===== config.mk =====
export PLATFORM = sky130hd
export DESIGN_NAME = sprite_fetch_sequencer_flat
export DESIGN_NICKNAME = d
export VERILOG_FILES = /design/src/rtl/sprite_fetch_sequencer_pkg.sv /design/src/rtl/sprite_fetch_sequencer_if.sv /design/src/rtl/sprite_fetch_sequencer_row_addr.sv /design/src/rtl/sprite_fetch_sequencer.sv /design/src/flat_wrapper.sv
export SDC_FILE = /design/constraint.sdc
export NUM_CORES = 1
export LEC_CHECK = 0
export CORE_ASPECT_RATIO = 0.6
export CORE_MARGIN = 10
export CORE_UTILIZATION = 51
export DETAILED_ROUTE_END_ITERATION = 8
export HOLD_SLACK_MARGIN = 0.03
export PLACE_DENSITY = 0.86
export SETUP_SLACK_MARGIN = 0.05
export SLEW_MARGIN = 15
export SYNTH_ARGS = -nofsm -noshare
export SYNTH_HDL_FRONTEND = slang
export SYNTH_SLANG_ARGS = --single-unit
export TNS_END_PERCENT = 10

===== constraint.sdc =====
create_clock -name clk -period 4.77 [get_ports clk]
set_clock_uncertainty 0.1 [all_clocks]
set_input_delay 0.7155 -clock clk [delete_from_list [all_inputs] [get_ports clk]]
set_output_delay 0.7155 -clock clk [all_outputs]
set_load 0.1 [all_outputs]

===== src/rtl/sprite_fetch_sequencer_pkg.sv =====
// Shared types and constants for the sprite fetch sequencer.
package sprite_fetch_sequencer_pkg;

  // Fetch sequencer states
  typedef enum logic [1:0] {
    ST_IDLE = 2'd0,
    ST_LO   = 2'd1,
    ST_HI   = 2'd2,
    ST_LOAD = 2'd3
  } state_t;

  // OAM attribute byte bit positions
  localparam int ATTR_PRI   = 7;
  localparam int ATTR_YFLIP = 6;
  localparam int ATTR_XFLIP = 5;
  localparam int ATTR_PAL   = 4;

  // Sprite tiles live at the bottom of VRAM
  localparam logic [15:0] SPR_TILE_BASE = 16'h0000;

endpackage


===== src/rtl/sprite_fetch_sequencer_if.sv =====
// Request/VRAM/shifter-load bundle between the sprite fetcher and its neighbours.
interface sprite_fetch_sequencer_if #(
  parameter int VRAM_AW = 13
);
  logic               fetch_req;
  logic [7:0]         tile_num;
  logic [3:0]         row;
  logic [7:0]         attr;
  logic               tall;
  logic               abort;
  logic [7:0]         md;
  logic [7:0]         occ_a;
  logic [7:0]         occ_b;

  logic               busy;
  logic [VRAM_AW-1:0] vram_addr;
  logic               vram_rd;
  logic               load_en;
  logic [7:0]         load_mask;
  logic [7:0]         spr_lo;
  logic [7:0]         spr_hi;
  logic               spr_pal;
  logic               spr_pri;
  logic               done;

  // Requester / VRAM / shifter side
  modport master (
    output fetch_req, tile_num, row, attr, tall, abort, md, occ_a, occ_b,
    input  busy, vram_addr, vram_rd, load_en, load_mask, spr_lo, spr_hi,
           spr_pal, spr_pri, done
  );

  // Fetch sequencer side
  modport slave (
    input  fetch_req, tile_num, row, attr, tall, abort, md, occ_a, occ_b,
    output busy, vram_addr, vram_rd, load_en, load_mask, spr_lo, spr_hi,
           spr_pal, spr_pri, done
  );
endinterface


===== src/rtl/sprite_fetch_sequencer_row_addr.sv =====
// Tile-row byte address for a sprite: handles Y flip and 8x16 tile pairing.
module sprite_fetch_sequencer_row_addr
  import sprite_fetch_sequencer_pkg::*;
#(
  parameter int VRAM_AW = 13
) (
  input  logic [7:0]         i_tile_num,
  input  logic [3:0]         i_row,
  input  logic               i_yflip,
  input  logic               i_tall,
  output logic [VRAM_AW-1:0] o_lo,
  output logic [VRAM_AW-1:0] o_hi
);

  logic [3:0]  w_r;
  logic [7:0]  w_t;
  logic [11:0] w_lo12;

  // Row flip, tile pairing (row bit 3 picks the lower/upper tile in 8x16) and byte address
  always_comb begin
    w_r = i_row;
    if (i_yflip) begin
      w_r = i_tall ? (4'd15 - i_row) : {1'b0, 3'd7 - i_row[2:0]};
    end
    w_t    = i_tall ? {i_tile_num[7:1], w_r[3]} : i_tile_num;
    w_lo12 = {w_t, w_r[2:0], 1'b0};
    o_lo   = VRAM_AW'(SPR_TILE_BASE) | VRAM_AW'(w_lo12);
    o_hi   = o_lo | VRAM_AW'(1);
  end

endmodule


===== src/rtl/sprite_fetch_sequencer.sv =====
// Sprite fetch sequencer: reads one sprite tile row (low then high plane) from VRAM,
// applies X flip and issues a one-cycle parallel load into the sprite shifters.
//
//  state   | meaning
//  --------+---------------------------------------------------------
//  IDLE    | waiting for fetch_req; address path follows live inputs
//  LO      | low-plane read held RD_WAIT cycles, captured on last one
//  HI      | high-plane read held RD_WAIT cycles, captured on last one
//  LOAD    | load_en/done pulse, mask taken from live shifter occupancy
module sprite_fetch_sequencer
  import sprite_fetch_sequencer_pkg::*;
#(
  parameter int VRAM_AW = 13,
  parameter int RD_WAIT = 2
) (
  input  logic                     clk,
  input  logic                     reset,
  sprite_fetch_sequencer_if.slave  bus
);

  localparam int           WW        = (RD_WAIT > 1) ? $clog2(RD_WAIT) : 1;
  localparam logic [WW-1:0] WAIT_INIT = WW'(RD_WAIT - 1);

  state_t             r_state;
  logic [WW-1:0]      r_wait;
  logic [7:0]         r_tile;
  logic [3:0]         r_row;
  logic               r_tall;
  logic               r_yflip;
  logic               r_xflip;
  logic               r_pal;
  logic               r_pri;
  logic [7:0]         r_lo_q;
  logic               r_busy;
  logic               r_vram_rd;
  logic               r_load;
  logic [VRAM_AW-1:0] r_vram_addr;
  logic [7:0]         r_spr_lo;
  logic [7:0]         r_spr_hi;
  logic               r_spr_pal;
  logic               r_spr_pri;

  logic               w_is_idle;
  logic               w_wait_tc;
  logic [7:0]         w_tile;
  logic [3:0]         w_row;
  logic               w_tall;
  logic               w_yflip;
  logic [VRAM_AW-1:0] w_lo_addr;
  logic [VRAM_AW-1:0] w_hi_addr;
  logic [7:0]         w_lo_rev;
  logic [7:0]         w_hi_rev;
  logic [3:0]         w_attr_unused;

  assign w_is_idle     = (r_state == ST_IDLE);
  assign w_wait_tc     = (r_wait == '0);
  assign w_attr_unused = bus.attr[3:0];

  // In IDLE the address is built from the live request so the first read address
  // can be registered on the accept edge; afterwards the latched copy is used.
  assign w_tile  = w_is_idle ? bus.tile_num           : r_tile;
  assign w_row   = w_is_idle ? bus.row                : r_row;
  assign w_tall  = w_is_idle ? bus.tall               : r_tall;
  assign w_yflip = w_is_idle ? bus.attr[ATTR_YFLIP]   : r_yflip;

  sprite_fetch_sequencer_row_addr #(
    .VRAM_AW (VRAM_AW)
  ) u_row_addr (
    .i_tile_num (w_tile),
    .i_row      (w_row),
    .i_yflip    (w_yflip),
    .i_tall     (w_tall),
    .o_lo       (w_lo_addr),
    .o_hi       (w_hi_addr)
  );

  // Bit-reversed plane bytes for X flip (high plane comes straight off the bus)
  always_comb begin
    w_lo_rev = '0;
    w_hi_rev = '0;
    for (int i = 0; i < 8; i++) begin
      w_lo_rev[i] = r_lo_q[7-i];
      w_hi_rev[i] = bus.md[7-i];
    end
  end

  // Sequencer state, read timing and all registered outputs
  always_ff @(posedge clk or posedge reset) begin
    if (reset) begin
      r_state     <= ST_IDLE;
      r_wait      <= '0;
      r_tile      <= '0;
      r_row       <= '0;
      r_tall      <= 1'b0;
      r_yflip     <= 1'b0;
      r_xflip     <= 1'b0;
      r_pal       <= 1'b0;
      r_pri       <= 1'b0;
      r_lo_q      <= '0;
      r_busy      <= 1'b0;
      r_vram_rd   <= 1'b0;
      r_load      <= 1'b0;
      r_vram_addr <= '0;
      r_spr_lo    <= '0;
      r_spr_hi    <= '0;
      r_spr_pal   <= 1'b0;
      r_spr_pri   <= 1'b0;
    end else begin
      unique case (r_state)
        ST_IDLE: begin
          r_load <= 1'b0;
          if (bus.fetch_req && !bus.abort) begin
            r_tile      <= bus.tile_num;
            r_row       <= bus.row;
            r_tall      <= bus.tall;
            r_yflip     <= bus.attr[ATTR_YFLIP];
            r_xflip     <= bus.attr[ATTR_XFLIP];
            r_pal       <= bus.attr[ATTR_PAL];
            r_pri       <= bus.attr[ATTR_PRI];
            r_wait      <= WAIT_INIT;
            r_busy      <= 1'b1;
            r_vram_rd   <= 1'b1;
            r_vram_addr <= w_lo_addr;
            r_state     <= ST_LO;
          end
        end
        ST_LO: begin
          if (bus.abort) begin
            r_state   <= ST_IDLE;
            r_busy    <= 1'b0;
            r_vram_rd <= 1'b0;
          end else if (w_wait_tc) begin
            r_lo_q      <= bus.md;
            r_wait      <= WAIT_INIT;
            r_vram_addr <= w_hi_addr;
            r_state     <= ST_HI;
          end else begin
            r_wait <= r_wait - WW'(1);
          end
        end
        ST_HI: begin
          if (bus.abort) begin
            r_state   <= ST_IDLE;
            r_busy    <= 1'b0;
            r_vram_rd <= 1'b0;
          end else if (w_wait_tc) begin
            r_spr_lo  <= r_xflip ? w_lo_rev : r_lo_q;
            r_spr_hi  <= r_xflip ? w_hi_rev : bus.md;
            r_spr_pal <= r_pal;
            r_spr_pri <= r_pri;
            r_vram_rd <= 1'b0;
            r_load    <= 1'b1;
            r_state   <= ST_LOAD;
          end else begin
            r_wait <= r_wait - WW'(1);
          end
        end
        ST_LOAD: begin
          r_load  <= 1'b0;
          r_busy  <= 1'b0;
          r_state <= ST_IDLE;
        end
        default: begin
          r_state   <= ST_IDLE;
          r_busy    <= 1'b0;
          r_vram_rd <= 1'b0;
          r_load    <= 1'b0;
        end
      endcase
    end
  end

  // A late abort in the LOAD cycle must still kill the strobe, hence the gating here.
  assign bus.load_en   = r_load & ~bus.abort;
  assign bus.done      = r_load & ~bus.abort;
  assign bus.load_mask = (r_state == ST_LOAD) ? ~(bus.occ_a | bus.occ_b) : 8'h00;
  assign bus.busy      = r_busy;
  assign bus.vram_rd   = r_vram_rd;
  assign bus.vram_addr = r_vram_addr;
  assign bus.spr_lo    = r_spr_lo;
  assign bus.spr_hi    = r_spr_hi;
  assign bus.spr_pal   = r_spr_pal;
  assign bus.spr_pri   = r_spr_pri;

endmodule


===== src/flat_wrapper.sv =====
// flat-port wrapper written by rule: the top's interface ports become plain ports
module sprite_fetch_sequencer_flat import sprite_fetch_sequencer_pkg::*;
#(
  parameter int VRAM_AW = 13,
  parameter int RD_WAIT = 2
)
  (clk, reset, bus_fetch_req, bus_tile_num, bus_row, bus_attr, bus_tall, bus_abort, bus_md, bus_occ_a, bus_occ_b, bus_busy, bus_vram_addr, bus_vram_rd, bus_load_en, bus_load_mask, bus_spr_lo, bus_spr_hi, bus_spr_pal, bus_spr_pri, bus_done);
  sprite_fetch_sequencer_if #(.VRAM_AW(VRAM_AW)) bus_i ();
  input  logic clk;
  input  logic reset;
  input wire logic [$bits(bus_i.fetch_req)-1:0] bus_fetch_req;
  input wire logic [$bits(bus_i.tile_num)-1:0] bus_tile_num;
  input wire logic [$bits(bus_i.row)-1:0] bus_row;
  input wire logic [$bits(bus_i.attr)-1:0] bus_attr;
  input wire logic [$bits(bus_i.tall)-1:0] bus_tall;
  input wire logic [$bits(bus_i.abort)-1:0] bus_abort;
  input wire logic [$bits(bus_i.md)-1:0] bus_md;
  input wire logic [$bits(bus_i.occ_a)-1:0] bus_occ_a;
  input wire logic [$bits(bus_i.occ_b)-1:0] bus_occ_b;
  output wire logic [$bits(bus_i.busy)-1:0] bus_busy;
  output wire logic [$bits(bus_i.vram_addr)-1:0] bus_vram_addr;
  output wire logic [$bits(bus_i.vram_rd)-1:0] bus_vram_rd;
  output wire logic [$bits(bus_i.load_en)-1:0] bus_load_en;
  output wire logic [$bits(bus_i.load_mask)-1:0] bus_load_mask;
  output wire logic [$bits(bus_i.spr_lo)-1:0] bus_spr_lo;
  output wire logic [$bits(bus_i.spr_hi)-1:0] bus_spr_hi;
  output wire logic [$bits(bus_i.spr_pal)-1:0] bus_spr_pal;
  output wire logic [$bits(bus_i.spr_pri)-1:0] bus_spr_pri;
  output wire logic [$bits(bus_i.done)-1:0] bus_done;
  assign bus_i.fetch_req = bus_fetch_req;
  assign bus_i.tile_num = bus_tile_num;
  assign bus_i.row = bus_row;
  assign bus_i.attr = bus_attr;
  assign bus_i.tall = bus_tall;
  assign bus_i.abort = bus_abort;
  assign bus_i.md = bus_md;
  assign bus_i.occ_a = bus_occ_a;
  assign bus_i.occ_b = bus_occ_b;
  assign bus_busy = bus_i.busy;
  assign bus_vram_addr = bus_i.vram_addr;
  assign bus_vram_rd = bus_i.vram_rd;
  assign bus_load_en = bus_i.load_en;
  assign bus_load_mask = bus_i.load_mask;
  assign bus_spr_lo = bus_i.spr_lo;
  assign bus_spr_hi = bus_i.spr_hi;
  assign bus_spr_pal = bus_i.spr_pal;
  assign bus_spr_pri = bus_i.spr_pri;
  assign bus_done = bus_i.done;
  sprite_fetch_sequencer #(.VRAM_AW(VRAM_AW), .RD_WAIT(RD_WAIT)) u_core (.clk(clk), .reset(reset), .bus(bus_i));
endmodule

==> impl_results.md, run 1 <==
* Status: completed
* Synthesized netlist cell count at 240
* Achievable Freq at 303 MHz
* Count of yosys warnings during synthesis at 0
* Clock tree from TritonCTS: done
* Layout Utilization at 0.725
* CP Max Fanout at 1
* Crit path buffers/inverters at 2
* Number of global-route vias before repair at 2140
* CTS sink cnt at 61
* Kind of cell adding the most delay to the critical path: buffers and inverters
* Wire length of the first global-routing pass at 11.2 mm
* Setup repair after global routing missed its margin: no
* Filler Cells Inserted at 407
* Placement Setup Slack at 1.45 ns
* Leakage at 1.80 nW
* Synth Net Count at 294
* Via density per instance at 5.19
* Average instance area after synthesis at 12.5 sq um
* Most frequent cells after synthesis: sky130_fd_sc_hd__dfrtp_1, sky130_fd_sc_hd__mux2_2, sky130_fd_sc_hd__a21oi_1, sky130_fd_sc_hd__mux2i_1, sky130_fd_sc_hd__nor2_1
* Antenna Diode Count at 0
* Final slew viol count at 0
* Core Area at 5650 sq um
* Count of instances resized after the clock tree is built at 0
* Site Rows at 21
* DIE AREA at 9470 sq um
* Type of the most critical hold path: reg -> reg
* Clk pin slew, worst setup/hold paths at 0.07 ns
* Power per cell area at 803 nW/um^2
* Sequential share of the synthesized area at 0.507
* Most common cell on crit path: sky130_fd_sc_hd__clkdlybuf4s50_1
* Post-CTS setup buffers at 0
* Clock root buffer: sky130_fd_sc_hd__clkbuf_8
* Cells taking the most area after synthesis: sky130_fd_sc_hd__dfrtp_1, sky130_fd_sc_hd__mux2_2, sky130_fd_sc_hd__mux2i_1
* Wire length reported by the detailed router at 7.01 mm
* Cell-by-cell trace of the critical path: clkdlybuf4s50_1, nor3b_1, clkdlybuf4s50_1
* Async set-or-reset flop fraction in the synthesized netlist at 1.00
* Most frequent cell after synthesis: sky130_fd_sc_hd__dfrtp_1
* Final count of hold timing violations at 0
* Startpoint of the most critical register-to-register path: u_core.r_state[1]
* Count of unique library cells instantiated by Yosys at 35
* Post-synth EDFFs at 0
* Combinational power share at 0.555
* Element type at the critical path end: output port
* Required time at the worst-slack endpoint at 3.95 ns
* Routed Antenna Nets at 0
* Avg WL per Cell at 17.1 um
* Reported max-cap violation count at 0
* Number of H-tree levels at 3
* Min Clock Period, post-route at 3.30 ns
* Crit-path slowest cell: sky130_fd_sc_hd__clkdlybuf4s50_1
* Number of antenna violations at the first check in global routing at 0
* Count of final setup violators at 0
* Worst-case headroom to the max-slew limit at 0.324
* Sequential fraction of design power at 0.282
* Combined area of all synthesized cells at 3010 sq um
* Category of the worst setup path launch point: input port
* Via count at 2121
* Net total in the final layout at 378
* Global-route usage over all layers at 0.148
* Io pins at 92
* Total of buffers placed on input and output ports at 86
* Ys flop type: sky130_fd_sc_hd__dfrtp_1
* Crit share post-route at 0.693
* Final worst setup slack at 1.47 ns
* Critical path type: in -> out
* Number of synthesized register bits at 61
* Clock power frac at 0.163
* Number of remaining DRC errors at 0
* Setup TNS after final layout at 0 ns
* GP Congestion at 0.790
* Initial standard-cell utilization of the core at 0.533
* DRT Pass-1 Iters at 4
* Switch Pwr at 1.61 mW
* Internal cell power at 1.68 mW
* CTS Hold Buffers Added at 0
* Top-area cell type share of the netlist area at 0.507
* Hold_sp: u_core.r_pal
* Iteration-0 DRC Markers at 118
* Pin count of the biggest net entering global routing at 35
* Buffer depth of the longest clock path at 2
* Largest stage delay on the critical path at 1.18 ns
* Chip width at 119 um
* Tightest Pin Transition at 1.01 ns
* Insertion delay to the later sink of the worst-skew pair at 0.34 ns
* Switch share at 0.489
* Library cell occupying the most area in the post-synthesis netlist: sky130_fd_sc_hd__dfrtp_1
* Data arrival time of the critical path at 2.49 ns
* Chip Height at 79.5 um
* Total global routing overflow at 0
* Final HPWL DP at 5.15 mm
* Worst VDD drop at 0.475 mV
* Share of final-layout standard cells stronger than drive strength 1 at 0.222
* Origin of the worst setup path: bus_occ_b[4]
* Growth of design area from synthesis to finish at 36.1%
* Number of buffers inserted during clock tree synthesis at 9
## state kept, by name, summed over array words and instances, names as in the netlist
name                  count
u_core.r_tile             8
u_core.r_xflip            1
u_core.r_load             1
u_core.bus.spr_hi         8
u_core.r_tall             1
u_core.r_pri              1
u_core.bus.busy           1
u_core.bus.spr_pri        1
u_core.r_pal              1
u_core.bus.spr_lo         8
u_core.r_wait             1
u_core.r_row              4
u_core.bus.vram_rd        1
u_core.bus.spr_pal        1
u_core.r_yflip            1
u_core.r_state            2
u_core.bus.vram_addr     12
u_core.r_lo_q             8
## power by group through the flow
stage	clock, mW	sequential [mW]	combinational (mW)
after floorplan	0	1.70	0.679
after global placement	0	0.921	1.81
after detailed placement	0	0.937	1.83
after CTS	0.544	0.929	1.84
after global routing	0.569	0.958	1.91
final	0.535	0.927	1.82
## routing by layer
layer | global-route usage | vias to the layer above | routed length [um]
li1 | - | 1017 | -
met1 | 0.187 | 1048 | 3320
met2 | 0.225 | 50 | 3190
met3 | 0.0614 | 6 | 428
met4 | 0.0473 | 0 | 62
met5 | 0 | - | 0
## cell families (layout without fill, tap and decap cells)
logic type               Yosys count  in the layout  share of synthesized area
multiplexers                      69             69                      0.262
flip-flops                        61             61                      0.507
AND/OR/NAND/NOR                   42             42                     0.0740
AO/OA/AOI/OAI                     35             35                     0.0711
buffers and inverters             22            111                     0.0495
adder cells (fa/ha/maj)            5              5                     0.0208
XOR/XNOR                           5              5                     0.0146
other                              1              1                    0.00125
## cell type report
cell class,instances,area (sq um),share of cell area
Clock buffer,11,151,0.0370
Clock inverter,5,81.3,0.0199
Inverter,6,22.5,0.00550
Multi-Input combinational cell,157,1330,0.326
Sequential cell,61,1530,0.373
Tap cell,80,100,0.0244
Timing Repair Buffer,89,878,0.215
## cell usage in the layout, fill, tap and decap left out, drive strengths merged, types with 2 or more instances in the layout
cell type      count
nor3b              9
mux2i             22
o22ai              2
a21oi             22
ha                 5
bufinv             2
buf                5
nor2              21
clkbuf            11
o32ai              2
mux2              47
xor2               4
inv                7
clkdlybuf4s50     84
nor2b              2
o21ai              3
nand2              5
nand2b             2
dfrtp             61
## stage by stage
step           hold slack, ns  instances  power [mW]  cell area, sq um
2_1_floorplan           0.359        240        2.38              3010
3_3_place_gp            0.368        393        2.73              3860
3_5_place_dp            0.375        393        2.77              3860
4_1_cts                 0.401        409        3.31              4090
5_1_grt                 0.420        409        3.43              4090
6_report                0.390        409        3.29              4090
## final timing paths
| path | endpoint | slack (ns) | cells past startpoint |
|---|---|---|---|
| worst min register to register | u_core.bus.spr_pal | 0.39 | 1 |
| max in group asynchronous | u_core.r_tall | 3.06 | 3 |
| worst max-delay path | bus_load_mask[4] | 1.47 | 3 |
| worst min-delay path | u_core.bus.spr_pal | 0.39 | 1 |
| min in group asynchronous | u_core.bus.spr_hi[5] | 0.67 | 2 |
| worst max register to register | u_core.bus.vram_addr[1] | 2.45 | 6 |
Power figures use the tool's default switching activity.
==> run 2, diff against run 1 <==
- CORE_UTILIZATION: 51 -> 42
- PLACE_DENSITY: 0.86 -> 0.76
- clock period: 4.77 -> 3 ns (I/O delays scaled with it)
==> run 2 against run 1 <==
  * Total power rose by 69%
  * Combinational power up 56%
  * Utilization decreased by 11 points
  * Global-route usage down 0.88 points
  * Critical path depth grew 1
==> impl_results.md, run 2 (synthesis gave the netlist of run 1 again) <==
* Achievable Freq at 417 MHz
* Number of instances in the placed design at 402 (+2.3%)
* Global-route usage over all layers at 0.139 (-0.00877)
* Wire length reported by the detailed router at 7.27 mm (+3.8%)
* Combinational power share at 0.510 (-0.045)
* Count of final setup violators at 0 (unchanged)
* Top library cells by usage in the layout, fill and taps aside: sky130_fd_sc_hd__dfrtp_1, sky130_fd_sc_hd__buf_4, sky130_fd_sc_hd__clkdlybuf4s50_1, sky130_fd_sc_hd__mux2_2
* CP Max Fanout at 17 (+16)
* Site Rows at 23 (+9.5%)
* Post-CTS setup buffers at 0 (unchanged)
* Net total in the final layout at 380 (+0.53%)
* Via density per instance at 5.06 (-2.3%)
* Final slew viol count at 0 (unchanged)
* Reported max-cap violation count at 0 (unchanged)
* Pin count of the biggest net entering global routing at 62 (+77%)
* Number of antenna violations at the first check in global routing at 0 (unchanged)
* Post-route standard cell area excluding fillers at 4180 sq um (+2.0%)
* Clock power frac at 0.223 (+0.060)
* Initial standard-cell utilization of the core at 0.441 (-0.0915)
* Final HPWL DP at 5.27 mm (+2.4%)
* Required time at the worst-slack endpoint at 3.11 ns (-0.84 ns)
* Iteration-0 DRC Markers at 117 (-0.85%)
* Routed Antenna Nets at 0 (unchanged)
* Clock tree from TritonCTS: done
* Avg WL per Cell at 17.4 um (+1.6%)
* Count of instances resized after the clock tree is built at 0 (unchanged)
* Number of non-filler instances in the completed layout at 418 (+2.2%)
* CTS Hold Buffers Added at 0 (unchanged)
* DIE AREA at 11100 sq um (+17%)
* Number of buffers inserted during clock tree synthesis at 9 (unchanged)
* Clk pin slew, worst setup/hold paths at 0.05 ns (-0.02 ns)
* Min Clock Period, post-route at 2.40 ns
* Number of H-tree levels at 3 (unchanged)
* Share of final-layout standard cells stronger than drive strength 1 at 0.347 (+0.126)
* Critical path type: reg -> reg
* Power per cell area at 1330 nW/um^2 (+66%)
* Cell area reported after detailed placement at 3810 sq um (-1.2%)
* Clock root buffer: sky130_fd_sc_hd__clkbuf_16
* Growth of design area from synthesis to finish at 38.8%
* Category of the worst setup path launch point: flop
* Worst-case hold slack at 0.400 ns (+0.00986 ns)
* Status: completed
* Filler Cells Inserted at 547 (+34%)
* CTS sink cnt at 61 (unchanged)
* Worst-case headroom to the max-slew limit at 0.421 (+0.0971)
* Number of global-route vias before repair at 2329 (+8.8%)
* Core Area at 6820 sq um (+21%)
* Setup repair after global routing missed its margin: no
* Total global routing overflow at 0 (unchanged)
* Switch share at 0.466 (-0.0231)
* Layout Utilization at 0.612 (-0.113)
* Antenna Diode Count at 0 (unchanged)
* Via count at 2117 (-0.19%)
* Internal cell power at 2.98 mW (+77%)
* Worst VDD drop at 0.570 mV (+20%)
* Tightest Pin Transition at 0.869 ns (-0.142 ns)
* Sequential fraction of design power at 0.266 (-0.016)
* GP Congestion at 0.736 (-6.9%)
* Crit share post-route at 0.799
* Final count of hold timing violations at 0 (unchanged)
* Most common library cell in the layout ignoring fill and taps: sky130_fd_sc_hd__dfrtp_1
* Chip width at 129 um (+8.5%)
* Wire length of the first global-routing pass at 12.2 mm (+8.9%)
* Chip Height at 85.6 um (+7.6%)
* Insertion delay to the later sink of the worst-skew pair at 0.33 ns (about the same)
* DRT Pass-1 Iters at 4 (unchanged)
* Data arrival time of the critical path at 2.50 ns (about the same)
* Leakage at 1.94 nW (+7.7%)
* Io pins at 92 (unchanged)
* Buffer depth of the longest clock path at 2 (unchanged)
* Element type at the critical path end: flop
* Type of the most critical hold path: reg -> reg
* Number of remaining DRC errors at 0 (unchanged)
* Max FFs per register at 12 (unchanged)
* Switch Pwr at 2.59 mW (+61%)
* Total of buffers placed on input and output ports at 86 (unchanged)
[run 2: final cells by class]
cell class	instances	area [sq um]	area share
clock buffer	13	270	0.0647
multi-input combinational	157	1340	0.321
tap	87	109	0.0261
inverter	6	22.5	0.00539
clock inverter	3	90.1	0.0216
timing repair buffer	91	818	0.196
sequential	61	1530	0.366
[run 2: critical path, stage by stage (launching register included)]
cell and delay [ns]:
sky130_fd_sc_hd__dfrtp_1 0.41, sky130_fd_sc_hd__inv_1 0.14, sky130_fd_sc_hd__ha_1 0.59, sky130_fd_sc_hd__nand3_2 0.58, sky130_fd_sc_hd__mux2_2 0.46
[run 2: path summary, 6_finish.rpt]
kind / depth (start not counted) / from / end / slack (ns)
worst max register to register: 4 / u_core.r_state[1] / u_core.r_tile[2] / 0.60
worst max-delay path: 4 / u_core.r_state[1] / u_core.r_tile[2] / 0.60
worst min register to register: 1 / u_core.r_pal / u_core.bus.spr_pal / 0.40
worst min-delay path: 1 / u_core.r_pal / u_core.bus.spr_pal / 0.40
min in group asynchronous: 3 / reset / u_core.bus.vram_addr[6] / 0.57
max in group asynchronous: 3 / reset / u_core.bus.vram_rd / 1.74
[run 2: power by group through the flow]
stage | Clock, mW | Combinational, mW | Sequential, mW
4_1_cts | 1.26 | 2.87 | 1.48
5_1_grt | 1.31 | 2.99 | 1.54
6_report | 1.24 | 2.84 | 1.48
2_1_floorplan | 0 | 1.08 | 2.70
3_3_place_gp | 0 | 2.82 | 1.47
3_5_place_dp | 0 | 2.86 | 1.49
[run 2: metrics by stage]
stage / setup WS, ns / setup TNS (ns) / power, mW
2_1_floorplan: -0.396 / -2.77 / 3.78
3_3_place_gp: 0.673 / 0 / 4.29
3_5_place_dp: 0.591 / 0 / 4.35
4_1_cts: 0.562 / 0 / 5.62
5_1_grt: 0.414 / 0 / 5.85
6_report: 0.603 / 0 / 5.57
[run 2: metal layers]
layer,global-route usage,routed length [um],vias to the layer above
met3,0.0652,519,6
li1,-,-,1026
met5,0,0,-
met1,0.176,3490,1028
met2,0.209,3210,57
met4,0.0339,56,0
